$ cat config.mk
export PLATFORM = sky130hd
export DESIGN_NAME = clause_register_bank
export DESIGN_NICKNAME = d
export VERILOG_FILES = /design/src/rtl/clause_bank_pkg.sv /design/src/rtl/clause_scan_fsm.sv /design/src/rtl/clause_register_bank.sv
export SDC_FILE = /design/constraint.sdc
export NUM_CORES = 1
export LEC_CHECK = 0
export ABC_AREA = 0
export BUFFER_PORTS_ARGS = -buffer_cell sky130_fd_sc_hd__buf_2
export CORE_MARGIN = 3
export CORE_UTILIZATION = 53
export CTS_BUF_LIST = sky130_fd_sc_hd__clkbuf_4 sky130_fd_sc_hd__clkbuf_8
export CTS_CLUSTER_DIAMETER = 30
export CTS_CLUSTER_SIZE = 12
export DETAILED_ROUTE_END_ITERATION = 8
export PLACE_DENSITY = 0.78
export SYNTH_ARGS = -nofsm -noshare
export SYNTH_HDL_FRONTEND = slang
export SYNTH_SLANG_ARGS = --single-unit
$ cat constraint.sdc
create_clock -name in_clk -period 2.5 [get_ports in_clk]
set_clock_uncertainty 0.2 [all_clocks]
set_input_delay 0.5 -clock in_clk [delete_from_list [all_inputs] [get_ports in_clk]]
set_output_delay 0.5 -clock in_clk [all_outputs]
set_load 0.02 [all_outputs]
$ cat src/rtl/clause_bank_pkg.sv
// Shared types and helpers for the clause register bank.
// Contents:
//   scan_state_t        - scan engine states (IDLE/SCAN/HOLD/DONE)
//   clause_vec_t        - clause coefficient vector at the default geometry
//   clause_index_width  - index width needed to address n entries
package clause_bank_pkg;

    localparam int unsigned DEFAULT_BIT_WIDTH_OF_INTEGER_VARIABLE = 2;
    localparam int unsigned DEFAULT_NUMBER_OF_INTEGER_VARIABLES   = 2;
    localparam int unsigned DEFAULT_COEFF_W =
        DEFAULT_BIT_WIDTH_OF_INTEGER_VARIABLE * DEFAULT_NUMBER_OF_INTEGER_VARIABLES;

    typedef enum logic [1:0] {
        IDLE = 2'd0,
        SCAN = 2'd1,
        HOLD = 2'd2,
        DONE = 2'd3
    } scan_state_t;

    typedef logic [DEFAULT_COEFF_W-1:0] clause_vec_t;

    // Never narrower than one bit so a degenerate depth still has a legal port.
    function automatic int unsigned clause_index_width(input int unsigned n);
        return (n < 2) ? 1 : $clog2(n);
    endfunction

endpackage

$ cat src/rtl/clause_scan_fsm.sv
// Scan engine: walks the pointer over the bank, presents valid entries over a
// valid/ready handshake and signals the end of a sweep.
// Ports:
//   i_clk, i_rst_n   - clock, asynchronous active-low reset
//   i_scan_start     - begin a sweep (honoured in IDLE only)
//   i_scan_ready     - downstream accepts the presented clause
//   i_entry_ok       - entry under the pointer may be presented
//   o_ptr            - current scan pointer (addresses storage)
//   o_load_c         - combinational: capture entry data this cycle
//   o_scan_valid     - presented clause is valid
//   o_scan_index     - index of presented clause
//   o_scan_done      - one-cycle end-of-sweep pulse
//   o_busy           - sweep in progress (SCAN/HOLD)
module clause_scan_fsm
    import clause_bank_pkg::*;
#(
    parameter int unsigned NUM_ENTRIES = 4,
    parameter int unsigned IDX_W       = 2
)(
    input  logic             i_clk,
    input  logic             i_rst_n,
    input  logic             i_scan_start,
    input  logic             i_scan_ready,
    input  logic             i_entry_ok,
    output logic [IDX_W-1:0] o_ptr,
    output logic             o_load_c,
    output logic             o_scan_valid,
    output logic [IDX_W-1:0] o_scan_index,
    output logic             o_scan_done,
    output logic             o_busy
);

    localparam logic [IDX_W-1:0] LAST_IDX = IDX_W'(NUM_ENTRIES - 1);

    scan_state_t      r_state;
    scan_state_t      w_state_nxt;
    logic [IDX_W-1:0] r_ptr;
    logic [IDX_W-1:0] w_ptr_nxt;
    logic             r_scan_valid;
    logic             w_scan_valid_nxt;
    logic [IDX_W-1:0] r_scan_index;
    logic [IDX_W-1:0] w_scan_index_nxt;
    logic             r_scan_done;
    logic             w_scan_done_nxt;
    logic             r_busy;
    logic             w_busy_nxt;
    logic             w_load;
    logic             w_ptr_last;

    assign w_ptr_last = (r_ptr == LAST_IDX);

    // State and registered outputs.
    always_ff @(posedge i_clk or negedge i_rst_n) begin
        if (!i_rst_n) begin
            r_state      <= IDLE;
            r_ptr        <= '0;
            r_scan_valid <= 1'b0;
            r_scan_index <= '0;
            r_scan_done  <= 1'b0;
            r_busy       <= 1'b0;
        end else begin
            r_state      <= w_state_nxt;
            r_ptr        <= w_ptr_nxt;
            r_scan_valid <= w_scan_valid_nxt;
            r_scan_index <= w_scan_index_nxt;
            r_scan_done  <= w_scan_done_nxt;
            r_busy       <= w_busy_nxt;
        end
    end

    // Next-state and next-output decode.
    always_comb begin
        w_state_nxt      = r_state;
        w_ptr_nxt        = r_ptr;
        w_scan_valid_nxt = r_scan_valid;
        w_scan_index_nxt = r_scan_index;
        w_load           = 1'b0;

        case (r_state)
            IDLE: begin
                if (i_scan_start) begin
                    w_state_nxt = SCAN;
                    w_ptr_nxt   = '0;
                end
            end
            SCAN: begin
                if (i_entry_ok) begin
                    w_load           = 1'b1;
                    w_scan_valid_nxt = 1'b1;
                    w_scan_index_nxt = r_ptr;
                    w_state_nxt      = HOLD;
                end else if (w_ptr_last) begin
                    w_state_nxt = DONE;
                end else begin
                    w_ptr_nxt = r_ptr + IDX_W'(1);
                end
            end
            HOLD: begin
                if (i_scan_ready) begin
                    w_scan_valid_nxt = 1'b0;
                    if (w_ptr_last) begin
                        w_state_nxt = DONE;
                    end else begin
                        w_ptr_nxt   = r_ptr + IDX_W'(1);
                        w_state_nxt = SCAN;
                    end
                end
            end
            DONE: begin
                w_state_nxt = IDLE;
            end
            default: begin
                w_state_nxt = IDLE;
            end
        endcase

        // DONE lasts exactly one cycle, so entering it yields a single pulse.
        w_scan_done_nxt = (w_state_nxt == DONE);
        w_busy_nxt      = (w_state_nxt == SCAN) || (w_state_nxt == HOLD);
    end

    assign o_ptr        = r_ptr;
    assign o_load_c     = w_load;
    assign o_scan_valid = r_scan_valid;
    assign o_scan_index = r_scan_index;
    assign o_scan_done  = r_scan_done;
    assign o_busy       = r_busy;

endmodule

$ cat src/rtl/clause_register_bank.sv
// Indexed bank of clause-coefficient vectors with per-entry valid bits and a
// scan engine that streams valid clauses in ascending index order.
// Optional feature macro: CLAUSE_BANK_PARITY_EN (per-entry even parity,
// corrupted entries are skipped, invalidated and reported on out_parity_error).
// Ports:
//   in_clk, in_reset         - clock, asynchronous active-low reset
//   in_write_enable          - write strobe
//   in_write_index           - target entry
//   in_clause_coefficients   - data written
//   in_invalidate            - with write strobe: clear valid bit only
//   in_scan_start            - begin sweep
//   in_scan_ready            - downstream accepts presented clause
//   out_scan_valid           - presented clause valid
//   out_scan_index           - index of presented clause
//   out_clause_coefficients  - presented clause (held when not valid)
//   out_scan_done            - end-of-sweep pulse
//   out_busy                 - sweep in progress
//   out_valid_mask           - per-entry valid bits
//   out_write_dropped        - write rejected pulse
//   out_parity_error         - parity-failure pulse (CLAUSE_BANK_PARITY_EN only)
module clause_register_bank
    import clause_bank_pkg::*;
#(
    parameter  int unsigned BIT_WIDTH_OF_INTEGER_VARIABLE = 2,
    parameter  int unsigned NUMBER_OF_INTEGER_VARIABLES   = 2,
    parameter  int unsigned NUMBER_OF_CLAUSES             = 4,
    localparam int unsigned CLAUSE_INDEX_WIDTH = clause_index_width(NUMBER_OF_CLAUSES),
    localparam int unsigned COEFF_W =
        BIT_WIDTH_OF_INTEGER_VARIABLE * NUMBER_OF_INTEGER_VARIABLES
)(
    input  logic                          in_clk,
    input  logic                          in_reset,
    input  logic                          in_write_enable,
    input  logic [CLAUSE_INDEX_WIDTH-1:0] in_write_index,
    input  logic [COEFF_W-1:0]            in_clause_coefficients,
    input  logic                          in_invalidate,
    input  logic                          in_scan_start,
    input  logic                          in_scan_ready,
    output logic                          out_scan_valid,
    output logic [CLAUSE_INDEX_WIDTH-1:0] out_scan_index,
    output logic [COEFF_W-1:0]            out_clause_coefficients,
    output logic                          out_scan_done,
    output logic                          out_busy,
    output logic [NUMBER_OF_CLAUSES-1:0]  out_valid_mask,
    output logic                          out_write_dropped
`ifdef CLAUSE_BANK_PARITY_EN
    ,
    output logic                          out_parity_error
`endif
);

    logic [COEFF_W-1:0]            r_mem [NUMBER_OF_CLAUSES];
    logic [NUMBER_OF_CLAUSES-1:0]  r_valid_mask;
    logic [COEFF_W-1:0]            r_coeff;
    logic                          r_write_dropped;

    logic                          w_index_in_range;
    logic                          w_write_accept;
    logic                          w_write_drop;
    logic                          w_entry_ok;
    logic [CLAUSE_INDEX_WIDTH-1:0] w_ptr;
    logic                          w_load_c;
    logic                          w_scan_valid;
    logic                          w_busy;

    // Index range decode; only matters when the depth is not a power of two.
    always_comb begin
        w_index_in_range = 1'b0;
        for (int i = 0; i < int'(NUMBER_OF_CLAUSES); i++) begin
            if (in_write_index == CLAUSE_INDEX_WIDTH'(i)) begin
                w_index_in_range = 1'b1;
            end
        end
    end

    // Storage is frozen for the whole sweep so the scan sees a stable snapshot.
    assign w_write_accept = in_write_enable && !w_busy && w_index_in_range;
    assign w_write_drop   = in_write_enable && (w_busy || !w_index_in_range);

`ifdef CLAUSE_BANK_PARITY_EN
    logic [NUMBER_OF_CLAUSES-1:0] r_parity;
    logic                         r_parity_error;
    logic                         w_scanning;
    logic                         w_parity_bad;
    logic                         w_parity_err;

    // SCAN is the only busy state with nothing presented.
    assign w_scanning   = w_busy && !w_scan_valid;
    assign w_parity_bad = (^r_mem[w_ptr]) ^ r_parity[w_ptr];
    assign w_parity_err = w_scanning && r_valid_mask[w_ptr] && w_parity_bad;
    assign w_entry_ok   = r_valid_mask[w_ptr] && !w_parity_bad;

    always_ff @(posedge in_clk or negedge in_reset) begin
        if (!in_reset) begin
            r_parity       <= '0;
            r_parity_error <= 1'b0;
        end else begin
            r_parity_error <= w_parity_err;
            if (w_write_accept && !in_invalidate) begin
                r_parity[in_write_index] <= ^in_clause_coefficients;
            end
        end
    end

    assign out_parity_error = r_parity_error;
`else
    assign w_entry_ok = r_valid_mask[w_ptr];
`endif

    // Clause storage, valid bits and write-reject pulse.
    always_ff @(posedge in_clk or negedge in_reset) begin
        if (!in_reset) begin
            for (int i = 0; i < int'(NUMBER_OF_CLAUSES); i++) begin
                r_mem[i] <= '0;
            end
            r_valid_mask    <= '0;
            r_write_dropped <= 1'b0;
        end else begin
            r_write_dropped <= w_write_drop;
            if (w_write_accept) begin
                if (in_invalidate) begin
                    r_valid_mask[in_write_index] <= 1'b0;
                end else begin
                    r_mem[in_write_index]        <= in_clause_coefficients;
                    r_valid_mask[in_write_index] <= 1'b1;
                end
            end
`ifdef CLAUSE_BANK_PARITY_EN
            if (w_parity_err) begin
                r_valid_mask[w_ptr] <= 1'b0;
            end
`endif
        end
    end

    // Presented clause data; holds its last value between presentations.
    always_ff @(posedge in_clk or negedge in_reset) begin
        if (!in_reset) begin
            r_coeff <= '0;
        end else if (w_load_c) begin
            r_coeff <= r_mem[w_ptr];
        end
    end

    clause_scan_fsm #(
        .NUM_ENTRIES (NUMBER_OF_CLAUSES),
        .IDX_W       (CLAUSE_INDEX_WIDTH)
    ) u_scan_fsm (
        .i_clk        (in_clk),
        .i_rst_n      (in_reset),
        .i_scan_start (in_scan_start),
        .i_scan_ready (in_scan_ready),
        .i_entry_ok   (w_entry_ok),
        .o_ptr        (w_ptr),
        .o_load_c     (w_load_c),
        .o_scan_valid (w_scan_valid),
        .o_scan_index (out_scan_index),
        .o_scan_done  (out_scan_done),
        .o_busy       (w_busy)
    );

    assign out_scan_valid          = w_scan_valid;
    assign out_busy                = w_busy;
    assign out_clause_coefficients = r_coeff;
    assign out_valid_mask          = r_valid_mask;
    assign out_write_dropped       = r_write_dropped;

endmodule

-- After elaboration in Yosys (flattened, before gate mapping)
Cells that the tools add are included.
- add/sub/neg operators: 1
- magnitude comparators: 6
- equal/unequal tests: 14
- mux-type cells: 31
- bitwise logic cells: 6
- reduce and logical (&&, ||, !) cells: 17
- operators by type and width (kind ; number):
    2-bit two-way mux ; 9
    16-bit bitwise mux ; 1
    4-bit two-way mux ; 4
    2-bit equality test, second input constant ; 7
    1-bit two-way mux ; 10
    4-bit binary-select mux with 2-bit select ; 1
    4-bit demux with 2-bit select ; 1
    2-bit case mux with 4 select lines ; 1
    2-bit by 1-bit equality test with 1-bit output, second input constant ; 3
    3-bit greater-or-equal comparator, second input constant ; 2
    2-bit by 3-bit < comparator with 1-bit output, second input constant ; 2
    2-bit inequality test, second input constant ; 3
    2-bit NOT with 3-bit output ; 2
    2-bit case mux with 3 select lines ; 1
    1-bit logical AND ; 5
    4-bit bitwise AND ; 1
    2-bit zero test ; 2
    4-bit NOT ; 1
    4-bit bitwise OR ; 1
    2-bit AND reduction ; 2
    4-bit AND reduction ; 1
    3-bit by 1-bit < comparator with 1-bit output, second input constant ; 1
    3-bit AND reduction ; 1
    3-bit nonzero test ; 1
    other kinds (10) ; 12
- bits in registers: 34
- input port bits: 12
- output and inout port bits: 14
- logic and storage cells: 88

-- Logic depth before layout (Yosys ltp)
Gate-level depths: netlist (run 1).
- depth in word-level cells: 8
- depth in mapped cells: 7
- depth with buffers taken out: 7

-- Cells and area by module
Synthesis (run 1) repeated with hierarchy kept, for this count alone.
- cells, all modules: 129
- area, all modules: 1645.3 um2
- modules (own cells, without submodules) (module ; instances ; cells each ; area an instance (um2) ; sequential area each (um2)):
    clause_register_bank ; 1 ; 81 ; 1113.6 ; 625.6
    clause_scan_fsm ; 1 ; 48 ; 531.8 ; 225.2

-- Least setup slack after synthesis (run 1)
OpenSTA, ideal clock, no wires.
- kind: register to register
- start point: reg u_scan_fsm.r_ptr[1] (netlist: u_scan_fsm.o_ptr[1])
- end point: reg u_scan_fsm.r_busy (netlist: u_scan_fsm.o_busy)
- setup time: 0.126 ns
- arrival time: 1.650 ns
- data required time: 2.174 ns
- setup slack: 0.524 ns
- cell stages (with the launch flop): 7
- path buffers: 1
- clock period less this slack: 1.976 ns
- cell sequence: dfrtp_1 > buf_6 > mux2i_2 > o22ai_4 > a2111oi_4 > nor2b_1 > ha_1
- word-level cells in the longest chain between the ends: 6
- elaborated cells on any way between the ends: 11
- ends and longest elaborated chain (what ; line ; source):
    start, declared ; clause_scan_fsm.sv:37 ; logic [IDX_W-1:0] r_ptr;
    start signal, assigned ; clause_scan_fsm.sv:63 ; r_ptr <= w_ptr_nxt;
    1-bit binary-select mux with 2-bit select / 2-bit equality test (equally long branches) ; clause_register_bank.sv:107, clause_scan_fsm.sv:50 ;
    1-bit two-way mux (not written as such) (tied with other cells) ; clause_register_bank.sv:107 ; assign w_entry_ok = r_valid_mask[w_ptr];
    2-bit two-way mux (on tied branches) ; clause_scan_fsm.sv:87, clause_scan_fsm.sv:99 ;
    2-bit case mux with 4 select lines (*) ; clause_scan_fsm.sv:79 ; case (r_state)
    2-bit by 1-bit equality test with 1-bit output / 2-bit equality test (equally long branches) ; clause_scan_fsm.sv:119 ; w_busy_nxt = (w_state_nxt == SCAN) || (w_state_nxt == HOLD);
    1-bit logical OR (*) ; clause_scan_fsm.sv:119 ;
    net u_scan_fsm.w_busy_nxt ; clause_scan_fsm.sv:46 ; logic w_busy_nxt;
    end signal, assigned ; clause_scan_fsm.sv:67 ; r_busy <= w_busy_nxt;
    end, declared ; clause_scan_fsm.sv:45 ; logic r_busy;
The timed path passes the listed nets; every way through them passes the cells marked *. The select of a mux whose other input is x is not followed.
A chain may end at the register's enable or synchronous reset.

-- Final worst setup path (run 1)
Ends and elaborated chain as after synthesis.

==> results of run 1 <==
==> per-layer routing <==
metal	global-route usage [%]	share of wire (%)	vias up	wire length (um)
li1	-	-	510	-
met1	21.2	43	551	1330
met2	29.0	51	18	1600
met3	4.68	3.7	7	114
met4	9.37	2.0	0	63
met5	0	0	-	0
==> synth_stat cells (all sizes together) (2+ instances only) <==
cell / instances
dfrtp: 34
nand2: 4
nand3: 2
ha: 6
a21o: 2
o21a: 2
a21oi: 4
buf: 2
or2: 2
a211o: 2
mux2: 21
inv: 4
mux2i: 2
o21ai: 9
nor2b: 3
nor2: 3
mux4: 4
nor3: 3
nand2b: 5
o31ai: 2
==> where the power goes <==
group	total [mW]	switching, mW	internal (mW)
combinational	1.08	0.537	0.544
clock	0.300	0.173	0.128
sequential	1.02	0.211	0.811
==> metrics by stage <==
step | setup WS [ns] | power [mW] | std cells | hold slack (ns) | area (um^2)
after floorplan | 0.524 | 1.83 | 123 | 0.00441 | 1700
after global placement | 0.309 | 2.08 | 189 | 0.286 | 1860
after detailed placement | 0.254 | 2.12 | 189 | 0.299 | 1860
after CTS | 0.211 | 2.42 | 196 | 0.0348 | 1920
after global routing | 0.106 | 2.58 | 196 | 0.0598 | 1920
final | 0.207 | 2.40 | 196 | 0.0180 | 1920
==> path summary, 6_finish.rpt <==
check / end / cells after the start / from
max reg2reg: u_scan_fsm.o_busy / 5 / u_scan_fsm.o_ptr[1]
max: u_scan_fsm.o_busy / 5 / u_scan_fsm.o_ptr[1]
min in group in_clk: out_write_dropped / 2 / in_write_enable
min: out_clause_coefficients[0] / 1 / in_reset
max in group asynchronous: r_mem[1] / 1 / in_reset
min reg2reg: r_mem[9] / 1 / r_mem[9]
==> final cells by class <==
type | instances | area (um^2)
repair buffers | 26 | 133
inverters | 4 | 15.0
multi-input cells | 83 | 813
well taps | 42 | 52.6
flip-flops and latches | 34 | 851
fillers | 235 | 983
clock buffers | 7 | 52.6
==> logic make-up (layout without fill, tap and decap cells) <==
kind of cell	count (synthesis)	count (layout)
muxes	27	27
adders and majority gates	6	6
buffers and inverters	6	37
and+or+nand+nor	25	25
DFF	34	34
AOI/OAI and AO/OA	25	25
==> worst register-to-register path, delay by kind of cell, from the launching register on <==
family          cells  cell delay, ns
compound gates      2            0.52
mux                 1            0.47
flops               1            0.61
fa+ha+maj           1            0.29
simple gates        1            0.09
==> flow_metrics.env, run 1 <==
export IMPL_status="completed"
export IMPL_htree_levels=2
export IMPL_hpwl_um=2350
export IMPL_cpPeakStageDelay_ns=0.61
export IMPL_core_region_area_um2=2900
export IMPL_ys_warn_count=0
export IMPL_irDropWorstVdd_uv=582
export IMPL_power_leakage_nw=0.890
export IMPL_cts_path_max_buffers=2
export IMPL_syn_inst=123
export IMPL_cts_root_buf="clkbuf_4"
export IMPL_synth_area_per_cell_um2=13.8
export IMPL_die_y_um=62.6
export IMPL_grt_max_degree=35
export IMPL_setup_viol_count_final=0
export IMPL_insertion_delay_ns=0.33
export IMPL_hp_class="input port to async pin"
export IMPL_gp_congestion=0.806
export IMPL_vias_per_cell=5.54
export IMPL_n_antenna_cell=0
export IMPL_wl_per_cell_um=15.9
export IMPL_numCtsBuffers=5
export IMPL_path_cells="mux2i_2 -> o22ai_4 -> a2111oi_4 -> nor2b_1 -> ha_1"
export IMPL_startpoint_type="flip-flop"
export IMPL_path_clk_slew_ns=0.10
export IMPL_syn_area_um2=1700
export IMPL_synth_async_reset_ratio_pct=100
export IMPL_rows=19
export IMPL_finish_utilization_pct=66.1
export IMPL_synth_top_area_share_pct=50.2
export IMPL_report_final_slew_viol_count=0
export IMPL_synthFlopType="dfrtp_1"
export IMPL_dieArea_um2=3910
export IMPL_synth_compound_area_share_pct=11.1
export IMPL_synth_simple_area_share_pct=10.1
export IMPL_drv_cap=0
export IMPL_syn_to_final_growth_pct=13.1
export IMPL_grt_pass1_wl_um=5350
export IMPL_hold_violations=0
export IMPL_layout_nets=172
export IMPL_required_ns=2.53
export IMPL_synth_cell_types=34
export IMPL_drc=0
export IMPL_grt_pass1_vias=1153
export IMPL_synth_area_mux_share_pct=22.3
export IMPL_critical_path_class="flip-flop to flip-flop"
export IMPL_cp_slowest_cell="dfrtp_1"
export IMPL_overflow=0
export IMPL_ant_nets=0
export IMPL_drive_above_1_share_pct=44.2
export IMPL_start_util_pct=58.5
export IMPL_path_buf_inv=0
export IMPL_endpoint_kind="flip-flop"
export IMPL_rsz0062_at_grt="no"
export IMPL_cts_resized=0
export IMPL_final_cell_mix="dfrtp_1, buf_2, mux2_2"
export IMPL_grtUsageTotal_pct=17.7
export IMPL_crit_family="flip-flops"
export IMPL_postCtsSetupRepairBufs=0
export IMPL_cp_arrival_ns=2.32
export IMPL_relSlewSlack_pct=50.8
export IMPL_fmax_ghz=0.436
export IMPL_tightest_slew_ns=0.738
export IMPL_synth_top_family_by_area="multiplexers"
export IMPL_p_per_area_nw_per_um2=1250
export IMPL_synthTopCellsByArea="dfrtp_1, mux2_2, mux4_2, ha_1, mux2_4"
export IMPL_min_period_over_period_pct=91.7
export IMPL_drt_first_iter_violations=48
export IMPL_first_pass_iters=4
export IMPL_wl_um=3110
export IMPL_path_max_fanout=9
export IMPL_tritoncts="done"
export IMPL_port_buffers=25
export IMPL_layout_commonest_cell="dfrtp_1"
export IMPL_setup_tns_final_ns=0
export IMPL_ys_seq_area_share_pct=50.2
export IMPL_vias=1086
export IMPL_yosysTopAreaCell="dfrtp_1"
export IMPL_ios=26
export IMPL_antenna_found_initial=0
export IMPL_synthAdderAreaFrac_pct=4.43
export IMPL_synth_nets=141
export IMPL_ys_ff_latch=34
export IMPL_hold_buffers=0
export IMPL_synth_xor_xnor_area_share_pct=0
export IMPL_r2r_slack_ns=0.21
export IMPL_min_period_ns=2.29
export IMPL_synth_edf_count=0
export IMPL_clock_sinks=34
export IMPL_die_width_um=62.6
Power figures use the tool's default switching activity.
==> inputs of run 2 (changes only) <==
Settings changed: CAP_MARGIN from default to 5, SETUP_SLACK_MARGIN from default to 0.3.
==> flow_metrics.env, run 2 (synthesis gave the netlist of run 1 again) <==
export IMPL_core_region_area_um2=2900
export IMPL_layout_nets=174
export IMPL_final_cell_mix="dfrtp_1, buf_2, mux2_2"
export IMPL_n_antenna_cell=0
export IMPL_grtUsageTotal_pct=17.7
export IMPL_die_width_um=62.6
export IMPL_gp_congestion=0.806
export IMPL_htree_levels=2
export IMPL_die_y_um=62.6
export IMPL_power_leakage_nw=0.899
export IMPL_wl_um=3150
export IMPL_required_ns=2.53
export IMPL_grt_pass1_wl_um=5350
export IMPL_grt_pass1_vias=1153
export IMPL_numCtsBuffers=5
export IMPL_cp_arrival_ns=2.13
export IMPL_vias=1095
export IMPL_path_cells="ha_1 -> nand2_1 -> o21ai_0 -> a2111oi_4 -> nor2b_1 -> ha_1"
export IMPL_insertion_delay_ns=0.33
export IMPL_path_clk_slew_ns=0.10
export IMPL_layout_commonest_cell="dfrtp_1"
export IMPL_ant_nets=0
export IMPL_rsz0062_at_grt="no"
export IMPL_p_per_area_nw_per_um2=1260
export IMPL_ios=26
export IMPL_drc=0
export IMPL_tightest_slew_ns=0.739
export IMPL_grt_use_met1_pct=21.2
export IMPL_report_final_slew_viol_count=0
export IMPL_fmax_ghz=0.475
export IMPL_crit_path_frequent_cell="ha_1"
export IMPL_finish_utilization_pct=67.0
export IMPL_wl_per_cell_um=15.9
export IMPL_r2r_start="u_scan_fsm.o_ptr[1]"
export IMPL_hp_class="input port to async pin"
export IMPL_setup_tns_final_ns=0
export IMPL_rows=19
export IMPL_top_usage_layer="met2"
export IMPL_hold_violations=0
export IMPL_irDropWorstVdd_uv=583
export IMPL_hold_buffers=0
export IMPL_critical_path_class="flip-flop to flip-flop"
export IMPL_drv_cap=0
export IMPL_met3_usage_pct=4.68
export IMPL_clock_sinks=34
export IMPL_antenna_found_initial=0
export IMPL_tritoncts="done"
export IMPL_startpoint_type="flip-flop"
export IMPL_vias_per_cell=5.53
export IMPL_critPathLaunch="u_scan_fsm.o_ptr[1]"
export IMPL_first_pass_iters=4
export IMPL_drive_above_1_share_pct=46.2
export IMPL_port_buffers=25
export IMPL_setup_viol_count_final=0
export IMPL_met2_usage_pct=29.0
export IMPL_start_util_pct=58.5
export IMPL_drt_first_iter_violations=46
export IMPL_status="completed"
export IMPL_cpPeakStageDelay_ns=0.52
export IMPL_overflow=0
export IMPL_path_max_fanout=9
export IMPL_cts_root_buf="clkbuf_4"
export IMPL_cts_path_max_buffers=2
export IMPL_grt_max_degree=35
export IMPL_hpwl_um=2350
export IMPL_endpoint_kind="flip-flop"
export IMPL_relSlewSlack_pct=50.7
export IMPL_syn_to_final_growth_pct=14.6
export IMPL_cp_slowest_cell="dfrtp_2"
export IMPL_min_period_ns=2.11
export IMPL_rr_worst_depth=6
export IMPL_dieArea_um2=3910
export IMPL_min_period_over_period_pct=84.2
run 2: changes by cell type in the layout (fill, tap and decap cells not counted), sizes merged:
cell  delta
buf      +2
run 2: per-layer routing:
layer	part of all wire, %	up-vias	routed length (um)
met5	0	-	0
met4	2.0	0	63
met3	3.3	7	105
met2	52	14	1630
met1	43	559	1350
li1	-	515	-
run 2: metrics by stage:
stage	setup WS, ns	std cells	cell area [um^2]	power (mW)	hold WS (ns)
after floorplan	0.524	123	1700	1.83	0.00441
after global placement	0.309	189	1860	2.08	0.286
after detailed placement	0.254	189	1860	2.12	0.299
after CTS	0.312	196	1920	2.42	0.0348
after global routing	0.273	198	1940	2.63	0.0598
final	0.395	198	1940	2.45	0.0229
run 2: worst max-delay path: cells and delay by family, from the launching register on:
family | cells | cell delay (ns)
and+or+nand+nor | 2 | 0.17
adders and majority gates | 2 | 0.56
AOI/OAI and AO/OA | 2 | 0.55
DFF | 1 | 0.52
run 2: repair_timing:
item / 4_1_cts / 5_1_grt
buffers inserted: 0 / 2
resized for setup: 1 / 2
endpoints found under the setup margin: 2 / 2
endpoints found under the hold margin: 0 / 0
run 2: area by class of cell:
| class | count | area, um^2 |
|---|---|---|
| Inverter | 4 | 15.0 |
| Timing Repair Buffer | 28 | 148 |
| Tap cell | 42 | 52.6 |
| Fill cell | 225 | 957 |
| Multi-Input combinational cell | 83 | 822 |
| Sequential cell | 34 | 853 |
| Clock buffer | 7 | 52.6 |
run 2: final timing paths:
check	to	slack [ns]
worst min-delay path	out_clause_coefficients[0]	0.02
min in group in_clk	out_write_dropped	0.20
max in group asynchronous	u_scan_fsm.o_ptr[0]	1.57
worst max-delay path	u_scan_fsm.o_busy	0.39
worst max register to register	u_scan_fsm.o_busy	0.39
worst min register to register	r_mem[1]	0.32
run 2: power by group:
part	switching [mW]	internal, mW	total [mW]	leakage (nW)
clock	0.171	0.128	0.299	0.0322
sequential	0.201	0.814	1.01	0.417
combinational	0.563	0.569	1.13	0.450
total	0.935	1.51	2.45	0.899
==> inputs of run 3 (changes only) <==
Settings changed: CORE_UTILIZATION 53 to 52, PLACE_DENSITY 0.78 to 0.8.
Clock period 2.5 ns to 1.7 ns, I/O delays scaled along.
==> flow_metrics.env, run 3 (synthesis gave the netlist of run 1 again) <==
export IMPL_ios=26
export IMPL_hold_violations=0
export IMPL_vias_per_cell=5.83
export IMPL_rr_worst_depth=6
export IMPL_setup_viol_count_final=28
export IMPL_rows=20
export IMPL_n_antenna_cell=0
export IMPL_r2r_end="out_clause_coefficients[1]"
export IMPL_finalWorstSetupSlack_ns=-0.280
export IMPL_cp_arrival_ns=2.03
export IMPL_port_buffers=25
export IMPL_cts_root_buf="clkbuf_4"
export IMPL_numCtsBuffers=5
export IMPL_dpl_cell_count=216
export IMPL_min_period_over_period_pct=116
export IMPL_rsz0062_at_grt="yes"
export IMPL_grt_pass1_wl_um=7370
export IMPL_tightest_slew_ns=0.468
export IMPL_drive_above_1_share_pct=70.5
export IMPL_grtUsageTotal_pct=24.3
export IMPL_insertion_delay_ns=0.35
export IMPL_path_clk_slew_ns=0.11
export IMPL_finalNonFillerCells=244
export IMPL_first_pass_iters=4
export IMPL_hp_class="input port to flip-flop"
export IMPL_status="finished with violations"
export IMPL_hpwl_um=3030
export IMPL_layout_commonest_cell="dfrtp_1"
export IMPL_cts_path_max_buffers=2
export IMPL_wl_um=5650
export IMPL_startpoint_type="flip-flop"
export IMPL_die_width_um=63.1
export IMPL_hold_end="r_mem[12]"
export IMPL_report_final_slew_viol_count=0
export IMPL_final_cell_mix="dfrtp_1, buf_6, buf_4"
export IMPL_drt_first_iter_violations=78
export IMPL_path_max_fanout=7
export IMPL_holdPathStages=2
export IMPL_grt_max_degree=21
export IMPL_critical_path_class="flip-flop to flip-flop"
export IMPL_min_period_ns=1.98
export IMPL_required_ns=1.75
export IMPL_power_leakage_nw=1.23
export IMPL_antenna_found_initial=0
export IMPL_layout_nets=217
export IMPL_dieArea_um2=3980
export IMPL_r2r_start="u_scan_fsm.o_ptr[1]"
export IMPL_p_per_area_nw_per_um2=1980
export IMPL_fin_area_um2=2700
export IMPL_tritoncts="done"
export IMPL_vias=1423
export IMPL_fmax_ghz=0.505
export IMPL_clock_sinks=34
export IMPL_drc=0
export IMPL_violations="setup timing"
export IMPL_drv_cap=0
export IMPL_ant_nets=0
export IMPL_wl_per_cell_um=23.1
export IMPL_htree_levels=2
export IMPL_gp_congestion=0.843
export IMPL_r2r_slack_ns=-0.28
export IMPL_worstHoldStart="in_clause_coefficients[0]"
export IMPL_relSlewSlack_pct=68.8
export IMPL_start_util_pct=55.1
export IMPL_overflow=0
export IMPL_p_total_mw=5.35
export IMPL_place_ws_ns=-0.220
export IMPL_irDropWorstVdd_uv=1380
export IMPL_syn_to_final_growth_pct=59.1
export IMPL_endpoint_kind="flip-flop"
export IMPL_die_y_um=63.1
export IMPL_dpl_cell_area_um2=2220
export IMPL_grt_pass1_vias=1444
export IMPL_core_region_area_um2=3080
[run 3: per-layer routing]
metal	routed length (um)	global-route usage (%)	up-vias
met5	0	0	-
met4	180	5.23	0
met3	382	6.95	16
met2	2990	41.0	76
met1	2090	31.2	724
li1	-	-	607
[run 3: worst max path at each step]
stage                            endpoint                start  cells after the start
6_report       out_clause_coefficients[1]  u_scan_fsm.o_ptr[1]                      6
2_1_floorplan                    r_mem[4]    u_scan_fsm.o_busy                      4
5_1_grt                 u_scan_fsm.o_busy  u_scan_fsm.o_ptr[1]                      6
3_3_place_gp            u_scan_fsm.o_busy  u_scan_fsm.o_ptr[1]                      6
3_5_place_dp            u_scan_fsm.o_busy  u_scan_fsm.o_ptr[1]                      6
4_1_cts                 u_scan_fsm.o_busy  u_scan_fsm.o_ptr[1]                      5
[run 3: layout make-up]
cell class | count | area [um^2]
clock buffers | 5 | 37.5
clock inverters | 3 | 45.0
fillers | 140 | 380
inverters | 4 | 17.5
multi-input cells | 83 | 1060
flip-flops and latches | 34 | 856
well taps | 44 | 55.1
repair buffers | 71 | 624
[run 3: metrics by stage]
stage | hold WS, ns | setup TNS, ns | util [%]
global route | 0.0641 | -5.46 | 87.6
floorplan | -0.156 | -1.53 | -
global placement | 0.105 | -2.32 | 72.1
finish | 0.0628 | -4.58 | 87.6
detailed placement | 0.112 | -2.93 | 72.1
CTS | 0.0606 | -2.75 | 80.9
[run 3: timing repair]
action	CTS	global route
hold buffers	1	0
pin swaps	5	8
endpoints found under the hold margin	18	0
gates resized for setup	35	29
buffers inserted	8	11
setup endpoints to repair	47	47
[run 3: worst max-delay path, stage by stage, from the launching register on]
cell	delay (ns)
dfrtp_2	0.48
buf_6	0.14
mux2i_4	0.20
o22ai_4	0.23
buf_4	0.16
buf_6	0.15
mux2_4	0.31
[run 3: report_power, final]
group	switching [mW]	leakage (nW)	total (mW)	internal, mW
Sequential	0.382	0.414	1.58	1.20
Clock	0.306	0.0374	0.614	0.308
Combinational	1.38	0.779	3.15	1.78
Total	2.06	1.23	5.35	3.29
